File: config.mk
export PLATFORM = sky130hd
export DESIGN_NAME = ddr3_frame_reader
export DESIGN_NICKNAME = d
export VERILOG_FILES = /design/src/rtl/ddr3_frame_reader.sv
export SDC_FILE = /design/constraint.sdc
export NUM_CORES = 1
export LEC_CHECK = 0
export ABC_CLOCK_PERIOD_IN_PS = 3100
export CAP_MARGIN = 0
export CORE_AREA = 2 2 144 146
export CTS_CLUSTER_DIAMETER = 50
export CTS_CLUSTER_SIZE = 16
export DETAILED_ROUTE_END_ITERATION = 10
export DIE_AREA = 0 0 146 148
export DONT_BUFFER_PORTS = 1
export PLACE_DENSITY = 0.69
export SYNTH_ARGS = -nofsm -noshare
export SYNTH_HDL_FRONTEND = slang
export SYNTH_SLANG_ARGS = --single-unit
File: constraint.sdc
create_clock -name clk -period 3.1 [get_ports clk]
set_input_delay 0.31 -clock clk [delete_from_list [all_inputs] [get_ports clk]]
set_output_delay 0.31 -clock clk [all_outputs]
set_load 0.05 [all_outputs]
File: src/rtl/ddr3_frame_reader.sv
// Consumer side of the ping-pong frame buffer: waits for the expected buffer to fill,
// reads the whole frame from DDR3 in fixed-length bursts and streams it into the pixel FIFO.
module ddr3_frame_reader #(
    parameter int DATA_W      = 128,
    parameter int BURST_LEN   = 32,
    parameter int FRAME_WORDS = 19200,
    parameter int FIFO_AW     = 9
) (
    input  logic              clk,
    input  logic              reset_n,
    input  logic              buffer0_empty,
    input  logic              buffer1_empty,
    input  logic [25:0]       buffer0_offset,
    input  logic [25:0]       buffer1_offset,
    output logic              clear_buffer0,
    output logic              clear_buffer1,
    output logic [25:0]       avm_address,
    output logic              avm_read,
    output logic [7:0]        avm_burstcount,
    input  logic              avm_waitrequest,
    input  logic [DATA_W-1:0] avm_readdata,
    input  logic              avm_readdatavalid,
    output logic              fifo_wr,
    output logic [DATA_W-1:0] fifo_wr_data,
    input  logic [FIFO_AW:0]  fifo_space,
    output logic              frame_start,
    output logic              cur_buffer,
    output logic              busy
);
    localparam int WCW = $clog2(FRAME_WORDS + 1);
    localparam int BCW = $clog2(BURST_LEN) + 1;
    localparam int SPW = FIFO_AW + 1;
    localparam logic [WCW-1:0] FRAME_END   = WCW'(FRAME_WORDS);
    localparam logic [WCW-1:0] WORD_ONE    = WCW'(1);
    localparam logic [BCW-1:0] LAST_BEAT   = BCW'(BURST_LEN - 1);
    localparam logic [BCW-1:0] BEAT_ONE    = BCW'(1);
    localparam logic [SPW-1:0] BURST_SPACE = SPW'(BURST_LEN);

    typedef enum logic [1:0] {IDLE, REQ, DATA, DONE} state_t;

    state_t            state_q, state_d;
    logic              cur_buffer_q, cur_buffer_d;
    logic [WCW-1:0]    word_cnt_q, word_cnt_d;
    logic [BCW-1:0]    beat_cnt_q, beat_cnt_d;
    logic [25:0]       base_addr_q, base_addr_d;
    logic [25:0]       avm_address_q, avm_address_d;
    logic              avm_read_q, avm_read_d;
    logic              fifo_wr_q, fifo_wr_d;
    logic [DATA_W-1:0] fifo_wr_data_q, fifo_wr_data_d;
    logic              frame_start_c;
    logic              sel_full;
    logic [25:0]       sel_offset;
    logic              space_ok;

    always_ff @(posedge clk or negedge reset_n) begin
        if (!reset_n) begin
            state_q        <= IDLE;
            cur_buffer_q   <= 1'b0;
            word_cnt_q     <= '0;
            beat_cnt_q     <= '0;
            base_addr_q    <= '0;
            avm_address_q  <= '0;
            avm_read_q     <= 1'b0;
            fifo_wr_q      <= 1'b0;
            fifo_wr_data_q <= '0;
        end else begin
            state_q        <= state_d;
            cur_buffer_q   <= cur_buffer_d;
            word_cnt_q     <= word_cnt_d;
            beat_cnt_q     <= beat_cnt_d;
            base_addr_q    <= base_addr_d;
            avm_address_q  <= avm_address_d;
            avm_read_q     <= avm_read_d;
            fifo_wr_q      <= fifo_wr_d;
            fifo_wr_data_q <= fifo_wr_data_d;
        end
    end

    always_comb begin
        state_d        = state_q;
        cur_buffer_d   = cur_buffer_q;
        word_cnt_d     = word_cnt_q;
        beat_cnt_d     = beat_cnt_q;
        base_addr_d    = base_addr_q;
        avm_address_d  = avm_address_q;
        avm_read_d     = avm_read_q;
        fifo_wr_d      = 1'b0;
        fifo_wr_data_d = fifo_wr_data_q;
        frame_start_c  = 1'b0;
        sel_full       = cur_buffer_q ? ~buffer1_empty : ~buffer0_empty;
        sel_offset     = cur_buffer_q ? buffer1_offset : buffer0_offset;
        space_ok       = (fifo_space >= BURST_SPACE);

        case (state_q)
            IDLE: begin
                // Mid-frame the full flag is not re-checked; only FIFO room gates the next burst.
                if (space_ok && ((word_cnt_q != '0) || sel_full)) begin
                    state_d    = REQ;
                    avm_read_d = 1'b1;
                    if (word_cnt_q == '0) begin
                        frame_start_c = 1'b1;
                        base_addr_d   = sel_offset;
                        avm_address_d = sel_offset;
                    end else begin
                        avm_address_d = base_addr_q + 26'(word_cnt_q);
                    end
                end
            end
            REQ: begin
                if (!avm_waitrequest) begin
                    avm_read_d = 1'b0;
                    state_d    = DATA;
                end
            end
            DATA: begin
                if (avm_readdatavalid) begin
                    fifo_wr_d      = 1'b1;
                    fifo_wr_data_d = avm_readdata;
                    word_cnt_d     = word_cnt_q + WORD_ONE;
                    if (beat_cnt_q == LAST_BEAT) begin
                        beat_cnt_d = '0;
                        state_d    = (word_cnt_d < FRAME_END) ? IDLE : DONE;
                    end else begin
                        beat_cnt_d = beat_cnt_q + BEAT_ONE;
                    end
                end
            end
            DONE: begin
                cur_buffer_d = ~cur_buffer_q;
                word_cnt_d   = '0;
                state_d      = IDLE;
            end
            default: state_d = IDLE;
        endcase
    end

    // frame_start is combinational, so it is masked while reset is held.
    assign frame_start    = frame_start_c & reset_n;
    assign clear_buffer0  = (state_q == DONE) && !cur_buffer_q;
    assign clear_buffer1  = (state_q == DONE) && cur_buffer_q;
    assign avm_address    = avm_address_q;
    assign avm_read       = avm_read_q;
    assign avm_burstcount = 8'(BURST_LEN);
    assign fifo_wr        = fifo_wr_q;
    assign fifo_wr_data   = fifo_wr_data_q;
    assign cur_buffer     = cur_buffer_q;
    assign busy           = (state_q != IDLE);

endmodule

==> reports/metrics.yaml, run 1 <==
ys_ff_latch: 206
drt-pass1-iter-count: 5
nets: 1380
slew_headroom_pct: 41.2
grtUsageTotal_pct: 23.1
cp-start-kind: "flop"
io_pins: 365
clock_latency_ns: 0.49
post-cts-setup-buffers: 0
die_h_um: 148
yosysWarnings: 0
status: "finished with violations"
detail-route-antenna-nets: 0
antenna_found_initial: 0
die-width_um: 146
initial_core_util_pct: 47.9
postSynthCellCount: 1059
fillCellCount: 1678
crit_path_end_kind: "output pin"
synth_edf_count: 0
netlist.area_leader.share_pct: 53.7
p_leak_nw: 5.77
critical_path_required_ns: 2.79
syn-mean-instance-area_um2: 9.07
finalCriticalPeriod_ns: 2.78
crit_type: "reg2out"
crit_arrival_ns: 2.47
synth.area.top_cells: "dfrtp_1 54%, nand2_1 17%, mux2i_1 2.7%"
grt_pass1_vias: 7847
numClockSinks: 206
clockRootBuffer: "clkbuf_16"
drt_wl_total_um: 25500
synthToLayoutAreaGrowth_pct: 22.0
hold_viol: 206
holdWs_ns: -0.487
crit_fanout: 8
violations: "negative hold slack"
finalWeightedCongestion: 0.823
yosysUniqueCellTypes: 67
path_clk_slew_ns: 0.07
setup_tns_ns: 0
gr-total-overflow: 0
max_freq_mhz: 360
min_path_type: "in2async"
antenna-diode-count: 0
power_mw: 13.8
yosysTopAreaCell: "dfrtp_1"
synth_ff_type: "dfrtp_1"
route.detailed.drc: 0
drv_cap: 0
cts_buffer_depth: 3
peakVddDrop_mv: 0.663
worst_pin_slew_ns: 0.878
via_per_inst: 5.36
period_share_pct: 89.7
r2r-end: "avm_address[18]"
dr.first_iter.drc_count: 422
crit-reg2reg-launch: "word_cnt_q[0]"
dpl.hpwl_um: 16200
final_cell_mix: "428 x nand2_1, 205 x dfrtp_1, 128 x dlygate4sd3_1"
setup_viol: 0
layout_commonest_cell: "nand2_1"
core_um2: 20000
ctsHoldBuffers: 128
r2r_slack_ns: 0.37
vias: 7758
r2r_cells: 10
ys_seq_area_share_pct: 53.7
rsz0062_at_grt: "false"
drive_above_1_share_pct: 6.62
slew_violations: 0
row_count: 52
port_buffers: 0
clock_skew_ns: 0.0145
grt_pass1_wl_um: 40800
htree_levels: 1
cts_buffers: 21
grt_start_max_net_pins: 208
powerDensity_nw_per_um2: 1180
dieArea_um2: 21600
cts_tree: "yes"
async_flop_share_pct: 100
syn-cell-area_um2: 9610
avgRoutedWirePerCell_um: 17.6
worst max-delay path by stage:
stage	from	end	slack, ns	depth (start not counted)
finish	word_cnt_q[1]	frame_start	0.32	7
detailed placement	word_cnt_q[0]	avm_address[18]	0.35	10
global placement	word_cnt_q[0]	avm_address[18]	0.39	10
global route	word_cnt_q[1]	frame_start	0.13	7
floorplan	word_cnt_q[0]	avm_address[18]	0.56	10
CTS	word_cnt_q[1]	frame_start	0.30	7
cells by family after synthesis:
| family | synth area share [%] |
|---|---|
| fa+ha+maj | 2.55 |
| mux | 3.22 |
| other cells | 0.0782 |
| xor+xnor | 2.74 |
| flops | 53.7 |
| buf+inv | 3.67 |
| simple gates | 23.5 |
| compound gates | 10.5 |
through the flow:
stage,worst slack [ns],utilization [%],area [µm²],cells,hold slack (ns)
after global routing,0.125,58.5,11700,1448,-0.518
after floorplan,0.560,-,9630,1065,0.0144
after global placement,0.386,48.7,9750,1284,0.0230
final,0.321,58.5,11700,1448,-0.487
after CTS,0.298,58.5,11700,1448,-0.508
after detailed placement,0.352,48.7,9750,1284,0.0222
synthesized netlist by cell type, types with 5 or more instances:
library cell and number:
nand2_1 429, dfrtp_1 206, nor2_1 58, a21oi_1 48, o21ai_0 32, mux2i_1 26
buf_2 23, a21o_1 20, clkbuf_1 20, ha_1 18, xnor2_1 17, nand3_1 13
o21ai_1 13, xor2_1 13, buf_4 9, nand4_1 8, inv_1 7, nor4_1 5
o21a_1 5
final cells by class:
class / count / area [µm²] / share of cell area, %
Clock buffer: 26 / 564 / 4.82
Clock inverter: 10 / 120 / 1.02
Inverter: 9 / 37.5 / 0.320
Multi-Input combinational cell: 790 / 4130 / 35.2
Sequential cell: 206 / 5160 / 44.0
Tap cell: 270 / 338 / 2.88
Timing Repair Buffer: 137 / 1370 / 11.7
what timing repair did:
item,4_1_cts,5_1_grt
endpoints found under the setup margin,0,0
hold endpoints to repair,334,206
resized for setup,0,0
layer usage:
layer	part of all wire (%)	up-vias	track usage [%]
met5	0	-	0
met4	3.6	0	9.42
met3	7.6	52	5.71
met2	50	339	40.4
met1	39	3692	27.5
li1	-	3675	-
state kept, by name, summed over array words and instances, names as in the netlist:
signal        cells
avm_address      26
avm_read          1
base_addr_q      26
beat_cnt_q        6
cur_buffer        1
fifo_wr           1
fifo_wr_data    128
state_q           2
word_cnt_q       15
where the power goes:
part	total [mW]	switching (mW)	internal, mW
Combinational	3.17	1.86	1.31
Sequential	8.14	4.36	3.78
Clock	2.52	1.11	1.42
worst max-delay path, cell delays in order (launching register included):
cell and delay (ns):
dfrtp_1 0.48, inv_1 0.12, ha_1 0.16, nor4b_1 0.22
and4_1 0.30, nand2_1 0.11, nor2_2 0.14, and2_1 0.46
Power figures use the tool's default switching activity.
==> run 2, diff against run 1 <==
- TNS_END_PERCENT: not set -> 5
==> results of run 2 <==
Final layout, timing and power as in run 1 (identical DEF).
